## config.mk

```make
export PLATFORM = sky130hd
export DESIGN_NAME = crc_attach_bus
export DESIGN_NICKNAME = d
export VERILOG_FILES = /design/src/rtl/crc_attach_bus.sv
export SDC_FILE = /design/constraint.sdc
export NUM_CORES = 1
export LEC_CHECK = 0
export CORE_MARGIN = 2
export CORE_UTILIZATION = 34
export CTS_BUF_LIST = sky130_fd_sc_hd__clkbuf_8
export CTS_CLUSTER_SIZE = 20
export DETAILED_ROUTE_END_ITERATION = 8
export MAX_ROUTING_LAYER = met4
export PLACE_DENSITY = 0.55
export SYNTH_ARGS = -nofsm -noshare
export SYNTH_HDL_FRONTEND = slang
export SYNTH_SLANG_ARGS = --single-unit
```

## constraint.sdc

```tcl
create_clock -name clk -period 11.6 [get_ports clk]
set_clock_uncertainty 0.05 [all_clocks]
set_input_delay 3.48 -clock clk [delete_from_list [all_inputs] [get_ports clk]]
set_output_delay 3.48 -clock clk [all_outputs]
set_load 0.01 [all_outputs]
```

## src/rtl/crc_attach_bus.sv

```systemverilog
// Appends a CRC-24A to each of eight independent serial bit-streams and frames
// the resulting block (payload followed by CRC) onto the interleaver bus.
module crc_attach_bus (
  input  logic       clk,
  input  logic       reset,
  input  logic [7:0] data_in,
  input  logic       data_valid,
  input  logic       blocksize_sel,
  output logic       in_ready,
  output logic [7:0] data_out,
  output logic       CRC_start,
  output logic       CRC_blocksize,
  output logic       CRC_end,
  output logic       error,
  output logic [1:0] fsm_state
);

  // Handshake: a word transfers on a rising edge where data_valid && in_ready.
  // Once a block has started, data_valid must stay high for every payload word;
  // a low data_valid during the payload aborts the block (error pulse).
  // in_ready is low for the 24 CRC cycles and during reset.

  typedef enum logic [1:0] {
    S_IDLE    = 2'd0,
    S_PAYLOAD = 2'd1,
    S_CRC     = 2'd2
  } state_t;

  localparam logic [23:0] POLY      = 24'h864CFB;
  localparam logic [12:0] LEN_SMALL = 13'd1032;
  localparam logic [12:0] LEN_LARGE = 13'd6120;

  state_t          state, state_nx;
  logic [12:0]     cnt, cnt_nx;
  logic [4:0]      crc_idx, crc_idx_nx;
  logic [7:0][23:0] lfsr, lfsr_nx;
  logic [12:0]     limit;
  logic            accept;
  logic            last_payload;

  logic [7:0]      data_nx;
  logic            start_nx;
  logic            end_nx;
  logic            err_nx;
  logic            bsz_nx;
  logic            rdy_nx;

  // Serial CRC-24A step, data entering at the MSB end (non-reflected).
  function automatic logic [23:0] crc_step(input logic [23:0] r, input logic d);
    logic fb;
    fb = r[23] ^ d;
    return {r[22:0], 1'b0} ^ (fb ? POLY : 24'h000000);
  endfunction

  assign limit        = CRC_blocksize ? LEN_LARGE : LEN_SMALL;
  assign accept       = data_valid && in_ready;
  assign last_payload = ((cnt + 13'd1) == limit);
  assign fsm_state    = state;

  // State register
  always_ff @(posedge clk or posedge reset) begin
    if (reset) begin
      state <= S_IDLE;
    end else begin
      state <= state_nx;
    end
  end

  // Next-state logic
  always_comb begin
    state_nx = state;
    case (state)
      S_IDLE: begin
        if (accept) state_nx = S_PAYLOAD;
      end
      S_PAYLOAD: begin
        if (!data_valid)       state_nx = S_IDLE;
        else if (last_payload) state_nx = S_CRC;
      end
      S_CRC: begin
        if (crc_idx == 5'd23) state_nx = S_IDLE;
      end
      default: state_nx = S_IDLE;
    endcase
  end

  // Output and datapath next values; everything is registered below
  always_comb begin
    cnt_nx     = cnt;
    crc_idx_nx = crc_idx;
    lfsr_nx    = lfsr;
    data_nx    = 8'h00;
    start_nx   = 1'b0;
    end_nx     = 1'b0;
    err_nx     = 1'b0;
    bsz_nx     = CRC_blocksize;
    rdy_nx     = (state_nx != S_CRC);
    case (state)
      S_IDLE: begin
        if (accept) begin
          bsz_nx   = blocksize_sel;
          data_nx  = data_in;
          start_nx = 1'b1;
          cnt_nx   = 13'd1;
          for (int i = 0; i < 8; i++) lfsr_nx[i] = crc_step(lfsr[i], data_in[i]);
        end
      end
      S_PAYLOAD: begin
        if (data_valid) begin
          data_nx    = data_in;
          cnt_nx     = cnt + 13'd1;
          crc_idx_nx = 5'd0;
          for (int i = 0; i < 8; i++) lfsr_nx[i] = crc_step(lfsr[i], data_in[i]);
        end else begin
          err_nx  = 1'b1;
          cnt_nx  = 13'd0;
          lfsr_nx = '0;
        end
      end
      S_CRC: begin
        // Remainder shifts out MSB first with no feedback.
        for (int i = 0; i < 8; i++) begin
          data_nx[i] = lfsr[i][23];
          lfsr_nx[i] = {lfsr[i][22:0], 1'b0};
        end
        crc_idx_nx = crc_idx + 5'd1;
        if (crc_idx == 5'd23) begin
          end_nx     = 1'b1;
          crc_idx_nx = 5'd0;
          cnt_nx     = 13'd0;
          lfsr_nx    = '0;
        end
      end
      default: begin
        cnt_nx     = 13'd0;
        crc_idx_nx = 5'd0;
        lfsr_nx    = '0;
      end
    endcase
  end

  // Datapath and output registers
  always_ff @(posedge clk or posedge reset) begin
    if (reset) begin
      cnt           <= 13'd0;
      crc_idx       <= 5'd0;
      lfsr          <= '0;
      data_out      <= 8'h00;
      CRC_start     <= 1'b0;
      CRC_end       <= 1'b0;
      error         <= 1'b0;
      CRC_blocksize <= 1'b0;
      in_ready      <= 1'b0;
    end else begin
      cnt           <= cnt_nx;
      crc_idx       <= crc_idx_nx;
      lfsr          <= lfsr_nx;
      data_out      <= data_nx;
      CRC_start     <= start_nx;
      CRC_end       <= end_nx;
      error         <= err_nx;
      CRC_blocksize <= bsz_nx;
      in_ready      <= rdy_nx;
    end
  end

endmodule

```

**Word-level counts from Yosys, hierarchy flattened**

Index checks and enable logic that the tools add are counted.

- Eq/ne operators: 8
- Mux-type cells: 34
- Bitwise logic cells: 17
- $add $sub $neg: 2
- Reductions and logical operators: 5

Operators by type and width:

| operator | number |
|---|---|
| two-way mux 192 bit | 3 |
| case mux 192 bit (3 select lines) | 1 |
| two-way mux 24 bit | 8 |
| XOR 24 bit | 8 |
| two-way mux 13 bit | 4 |
| case mux 13 bit (3 select lines) | 1 |
| case mux 8 bit (3 select lines) | 1 |
| two-way mux 8 bit | 2 |
| case mux 5 bit (3 select lines) | 1 |
| adder 13 x 1 -> 13 bit, second input constant | 1 |
| equality test 13 bit | 1 |
| two-way mux 5 bit | 2 |
| two-way mux 2 bit | 4 |
| inequality test 2 bit, second input constant | 4 |
| XOR 1 bit | 8 |
| two-way mux 1 bit | 6 |
| case mux 2 bit (3 select lines) | 1 |
| AND reduction 2 bit | 3 |
| adder 5 x 1 -> 5 bit, second input constant | 1 |
| equality test 5 bit, second input constant | 1 |
| equality test 2 x 1 -> 1 bit, second input constant | 1 |
| equality test 2 bit, second input constant | 1 |
| zero test 2 bit | 1 |
| logical AND 1 bit | 1 |
| NOT 1 bit | 1 |

- Output and inout port bits: 15
- Register bits after elaboration: 225
- Word-level logic and storage cells: 83
- Input bits: 12

**Depth between registers and ports, before layout**

Gate-level depths: netlist of the first run.

- Depth after elaboration: 6
- Depth in mapped cells: 9
- Gate-level depth less buffers: 7

**Worst setup path after synthesis of the first run**

OpenSTA, ideal clock, no wires.

- Kind: input-to-reg
- Start point: input data_valid
- End point: register lfsr[12] (netlist bit)
- Stages on the path: 7
- Data arrival time: 4.692 ns
- Setup slack: 6.737 ns
- Library setup time: 0.121 ns
- Data required time: 11.429 ns
- Path through: a211oi_1 a21o_1 buf_2 a21oi_2 buf_2 buf_2 a22o_1

- Word-level cells in the longest chain between the ends: 2
- Elaborated cells on any way between the ends: 4
- Those cells by class: eq/ne (1); mux (2); reduce/logical (1)

RTL lines:

| element | line | text |
|---|---|---|
| start: declaration | 7 | `input logic data_valid,` |
| two-way mux 192 bit / logical AND 1 bit (equally long branches) | 109, 56 |  |
| case mux 192 bit (3 select lines) / inequality test 2 bit (equally long branches) | - |  |
| end signal: assignment | 157 | `lfsr <= lfsr_nx;` |
| end: declaration | 36 | `logic [7:0][23:0] lfsr, lfsr_nx;` |

Several ways; a longest one is shown, not always the timed one.
A chain may end at the register's enable or synchronous reset.

**Final worst setup path of the first run**

- Start point: input data_valid
- End point: register lfsr[67] (netlist bit)

The elaborated chain is that of the path after synthesis.

==> results of run 1 <==
==> sequential cells by signal, summed over array words and instances (netlist names) <==
name / count
lfsr: 192
cnt: 13
data_out: 8
crc_idx: 5
fsm_state: 2
CRC_blocksize: 1
CRC_end: 1
CRC_start: 1
error: 1
in_ready: 1
==> layout make-up <==
type | count | area share, %
clock buffer | 51 | 6.342
clock inverter | 20 | 1.379
inverter | 103 | 3.561
multi-input combinational | 469 | 30.57
sequential | 225 | 50.87
tap | 378 | 4.273
timing repair buffer | 34 | 3.007
==> power breakdown <==
part,leakage [nW],internal (mW),switching [mW]
Sequential,2.96,1.06,0.189
Combinational,2.00,0.278,0.309
Clock,0.480,0.443,0.326
Total,5.43,1.78,0.824
==> cell usage after synthesis (2+ instances only) <==
| cell type | count | share of area [%] |
|---|---|---|
| nand3_1 | 11 | 0.57 |
| a222oi_1 | 96 | 9.9 |
| a21oi_1 | 16 | 0.82 |
| nand2_1 | 23 | 0.89 |
| nand4b_1 | 2 | 0.18 |
| clkbuf_1 | 59 | 2.3 |
| a211oi_1 | 2 | 0.15 |
| o211ai_1 | 2 | 0.15 |
| nand4_1 | 7 | 0.45 |
| a31oi_1 | 5 | 0.32 |
| dfrtp_1 | 225 | 58 |
| buf_2 | 21 | 1.1 |
| o31ai_1 | 2 | 0.15 |
| buf_1 | 2 | 0.077 |
| a22o_1 | 99 | 8.9 |
| inv_1 | 103 | 4.0 |
| xor2_1 | 3 | 0.27 |
| and3_1 | 2 | 0.13 |
| xnor2_1 | 10 | 0.90 |
| o21ai_0 | 128 | 6.6 |
| nor3_1 | 6 | 0.31 |
| nor2_1 | 25 | 0.97 |
| a21o_1 | 9 | 0.70 |
| ha_1 | 2 | 0.26 |
| and4_1 | 2 | 0.18 |
==> critical path: cells and delay by family <==
kind | cells | cell delay [ps]
compound gates | 4 | 1380
buf+inv | 3 | 1620
==> how the worst max path moves through the flow <==
stage	depth (start not counted)	from	endpoint	slack, ps
2_1_floorplan	1	reset	CRC_blocksize	1910
3_3_place_gp	7	data_valid	lfsr[166]	4860
3_5_place_dp	7	data_valid	lfsr[160]	4820
4_1_cts	7	data_valid	lfsr[160]	5380
5_1_grt	7	data_valid	lfsr[189]	5240
6_report	7	data_valid	lfsr[67]	5430
==> routing by layer <==
metal,up-vias,GRT usage [%],part of all wire (%)
li1,3334,-,-
met1,3548,21.18,50
met2,191,20.62,43
met3,31,2.704,4.9
met4,0,4.449,1.8
met5,-,-,0
==> cell families after synthesis <==
logic type                 synth area share, %
AOI/OAI and AO/OA                        28.23
and+or+nand+nor                          4.767
DFF                                      57.97
adders and majority gates               0.2576
muxes                                   0.1031
xor gates and xnor gates                 1.172
buffers and inverters                    7.498
==> placed cells by master, fill, tap and decap left out, drive strengths merged, types with 10 or more instances in the layout <==
master,Yosys,routed
inv,103,116
a22o,99,99
a222oi,96,96
xnor2,10,10
nand2,24,24
dfrtp,225,225
nand3,12,12
a21oi,17,17
o21ai,129,129
clkbuf,59,51
nor2,25,25
clkdlybuf4s50,0,26
==> metrics by stage <==
stage | total power, mW | area, µm²
after floorplan | 1.695 | 9712
after global placement | 1.832 | 10210
after detailed placement | 1.848 | 10210
after CTS | 2.635 | 11070
after global routing | 2.786 | 11070
final | 2.605 | 11070
==> run metrics, run 1 <==
setup violators final=0; clock sink count=~230; fin nets=887; Endpoint, Worst Hold=lfsr[19]; CTS Buffer Depth=3; FILL cells=between 2000 and 3000; period utilization=53.22%; DRC=7; RSZ-0062 raised after global routing=no; Post-Route WL=approximately 21000 µm; DP Wirelength=between 10000 and 15000 µm; hold_sp=lfsr[18]; post-CTS setup buffer count=0; Syn-to-layout area delta=13.97%; drt first pass iters=9; placed instance count=approximately 1200; number of global-route vias before repair=~6800; routed len/inst=16.71 µm; cells after synthesis=880; CTS clk-pin slew, worst paths=approximately 60 ps; Slew Viols, Final=0; actual slew at the worst max-slew pin=about 1100 ps; syn_nets=approximately 890; Die Height=around 170 µm; ys flop type=dfrtp_1; cts repair resizes=0; Synth warnings=0; Die Wd=around 170 µm; worst skew pair latency=530 ps; WHS=roughly 430 ps; CP endpoint kind=flop; port bufs=26; depth of the CTS H-tree=2; number of synthesized flops with an enable pin=0; Synth Cell Area=roughly 10000 µm²; Worst Path Required=12000 ps; CTS tree=done; Hold WC Path Type=reg -> reg; vias per cell=approximately 5.6; CORE AREA=around 28000 µm²; post-synthesis async set-or-reset flop share=100.0%; Critical Path, Cell by Cell=clkdlybuf4s50_1, a211oi_4, buf_12, a21o_1, a21oi_4, buf_4, a22o_1; reg2reg setup slack=roughly 8300 ps; final hold viol count=0; Hold Path Stages=1; Util after Layout=between 30 and 40%; post-synthesis sequential area ratio=around 58%; share of cells above drive strength 1=between 8 and 9%; CP max stage cell=buf_4; grt total ovfl=0; combined area of the multi-input logic cells=approximately 3400 µm²; vias after detailed routing=just over 7000; io pins=27; first-pass GRT wire length=35630 µm; Leak Pwr=approximately 5.4 nW; routability congestion estimate=just over 0.7; hold_buf cts=0; Total GRT Usage=between 10 and 15%; Worst Path Class, Setup=in -> reg; crit-path max FO=194; Register Area=~5600 µm²; Yosys reg bits=about 230; setup ws final=5427 ps; Max VDD drop=approximately 75 µV; outcome=finished, violations left; pre-CTS WS=4819 ps; f_max=0.1620 GHz; CP startpoint kind=input pin; Ant. Diodes=0; fin cells=1280; TritonCTS buffer count=40; R2R cell count=8; initial antenna violation count=0; Die Area=29930 µm²; CTS root buf=clkbuf_8; violated checks=design-rule violations; max incr delay on CP=approximately 700 ps; starting density of the core=around a third; crit path DAT=approximately 6600 ps; Syn Area/Cell=around 11 µm²; Final min period=just over 6000 ps; violation count after the first detailed-route iteration=~1100; RR Startpoint=fsm_state[1]; count of cell types in the netlist=43; Cell Pwr Density=~240 nW/µm²; RR Endpoint=lfsr[150]; largest net degree at the start of global routing=195; Routed Antenna Nets=0; Max-slew headroom=a little over a quarter; number of max-cap violations=0; setup_tns=0 ps; num rows=61
Note: power is estimated with default switching activity, not from simulation.
==> run 2, diff against run 1 <==
--- a/config.mk
+++ b/config.mk
@@ -11,7 +11,7 @@
 export CTS_CLUSTER_SIZE = 20
 export DETAILED_ROUTE_END_ITERATION = 8
 export MAX_ROUTING_LAYER = met4
-export PLACE_DENSITY = 0.55
+export PLACE_DENSITY = 0.57
 export SYNTH_ARGS = -nofsm -noshare
 export SYNTH_HDL_FRONTEND = slang
 export SYNTH_SLANG_ARGS = --single-unit
==> constraint.sdc (replaced) <==
create_clock -name clk -period 5.3 [get_ports clk]
set_clock_uncertainty 0.05 [all_clocks]
set_input_delay 1.59 -clock clk [delete_from_list [all_inputs] [get_ports clk]]
set_output_delay 1.59 -clock clk [all_outputs]
set_load 0.01 [all_outputs]
==> run 2 against run 1 <==
  * Register-to-register slack worse by 6200 ps
  * Highest routed layer unchanged
  * Worst hold slack better by 2.6 ps
  * Combinational power is 130% higher
  * Cell area is 0.99% higher
  * Final cell count is 1.2% higher
  * Clock power is 110% higher
  * Critical endpoint is now lfsr[25]
  * Flip-flop and latch count stayed put
  * Setup slack worse by 3800 ps
  * The flow now finishes without violations
  * Total power is 120% higher
  * Sequential share of layout area is 0.50 points lower
  * Critical path type unchanged
  * Critical path depth is 2 higher
==> run metrics, run 2 (same netlist as run 1, synthesis figures left out) <==
Power Total=approximately 5.7 mW; clock sink count=~230; final instance area=between 10000 and 15000 µm²; Max VDD drop=around 190 µV; f_max=0.2692 GHz; Syn-to-layout area delta=15.10%; CP max stage cell=nor2_1; FILL cells=between 2000 and 3000; worst skew pair latency=between 500 and 600 ps; routed len/inst=roughly 17 µm; Largest regs=lfsr x192, cnt x13, data_out x8; hold_sp=lfsr[31]; setup violators final=0; vias per cell=5.672; initial antenna violation count=0; Endpoint, Worst Hold=lfsr[32]; Max-slew headroom=between 20% and 30%; TritonCTS buffer count=39; Routed Antenna Nets=0; most frequent cells in the layout=225 x dfrtp_1, 128 x o21ai_0, 113 x inv_1, 99 x a22o_1, 96 x a222oi_1; Critical Path, Cell by Cell=clkdlybuf4s50_1, inv_1, nor3_1, buf_4, nor2_1, buf_4, nor2_1, a222oi_1, inv_1; Largest delay share family, worst path=buffers and inverters; starting density of the core=between 30% and 40%; CORE AREA=~28000 µm²; Leak Pwr=roughly 5.5 nW; period utilization=between 70 and 80%; share of cells above drive strength 1=between 10 and 15%; Hold WC Path Type=reg -> reg; depth of the CTS H-tree=2; R2R cell count=7; max FFs per register=between 150 and 200; num rows=slightly above 60; outcome=completed; reg2reg setup slack=roughly 2100 ps; RSZ-0062 raised after global routing=no; CTS Buffer Depth=3; crit-path max FO=13; actual slew at the worst max-slew pin=approximately 1100 ps; hold_buf cts=0; fin nets=901; RR Endpoint=lfsr[135]; crit path DAT=4120 ps; Top reg by flops=lfsr; Worst Path Class, Setup=in -> reg; Cell Pwr Density=between 500 and 600 nW/µm²; Slew Viols, Final=0; DRC=0; Final min period=around 3700 ps; grt total ovfl=0; CP bufs+invs=5; port bufs=26; CP startpoint kind=input pin; RR Startpoint=fsm_state[1]; number of max-cap violations=0; cts repair resizes=0; placed instance area=~10000 µm²; CP endpoint kind=flop; Die Height=about 170 µm; drt first pass iters=6; Hold Path Stages=1; Die Wd=around 170 µm; DP Wirelength=about 12000 µm; Die Area=roughly 30000 µm²; CTS root buf=clkbuf_8; commonest non-fill, non-tap cell in the layout=dfrtp_1; CTS clk-pin slew, worst paths=60 ps; CTS tree=done; setup_tns=0 ps; WHS=approximately 440 ps; Ant. Diodes=0; Util after Layout=40.02%; combined area of the multi-input logic cells=approximately 3400 µm²; Register Area=roughly 5600 µm²; io pins=27; Total GRT Usage=between 10% and 20%; largest net degree at the start of global routing=194; post-CTS setup buffer count=0; first-pass GRT wire length=between 30000 and 40000 µm; routability congestion estimate=just over 0.8; Post-Route WL=22210 µm; vias after detailed routing=around 7300; final hold viol count=0; number of global-route vias before repair=~7000; Worst Path Required=5700 ps; violation count after the first detailed-route iteration=914; max incr delay on CP=around 790 ps
-- run 2: cell types whose count changed in the layout (fill, tap and decap cells not counted) --
| cell | change |
|---|---|
| inv_6 | -1 |
| clkinv_2 | +4 |
| bufinv_16 | -2 |
| buf_12 | +4 |
| clkbuf_8 | +2 |
| buf_4 | +11 |
| inv_8 | -2 |
| clkinv_4 | -1 |
-- run 2: cell type report --
cell class | instances | area share, %
Clock buffer | 53 | 6.526
Tap cell | 378 | 4.231
Sequential cell | 225 | 50.37
Timing Repair Buffer | 49 | 4.433
Clock inverter | 18 | 0.6828
Multi-Input combinational cell | 469 | 30.27
Inverter | 103 | 3.492
-- run 2: how the worst max path moves through the flow --
stage | to | from | depth (start not counted) | slack [ps]
2_1_floorplan | CRC_blocksize | reset | 1 | 720
3_3_place_gp | lfsr[191] | data_valid | 9 | 1180
3_5_place_dp | lfsr[182] | data_valid | 9 | 1120
4_1_cts | lfsr[182] | data_valid | 9 | 1670
5_1_grt | lfsr[174] | data_valid | 9 | 1450
6_report | lfsr[25] | data_valid | 9 | 1590
-- run 2: worst reg2reg max path, stage by stage, from the launching register on --
cell and delay, ps:
dfrtp_1 550, inv_1 200, nor2_1 200, nand2_2 610, buf_4 540, a21oi_4 160
buf_4 560, a22o_1 260
-- run 2: layer usage --
metal / up-vias / routed length, µm / share of wire [%] / track usage, %
li1: 3347 / - / - / -
met1: 3726 / 10700 / 48 / 22.21
met2: 234 / 9701 / 44 / 22.00
met3: 38 / 1372 / 6.2 / 2.902
met4: 0 / 432 / 1.9 / 4.484
met5: - / 0 / 0 / -
-- run 2: report_power, final --
group	internal, mW	switching, mW
clock	0.891	0.719
combinational	0.647	0.685
sequential	2.32	0.411
-- run 2: metrics by stage --
step                cells  worst slack (ps)
floorplan             880             722.0
global placement     1224              1183
detailed placement   1224              1117
CTS                  1295              1666
global route         1295              1453
finish               1295              1585
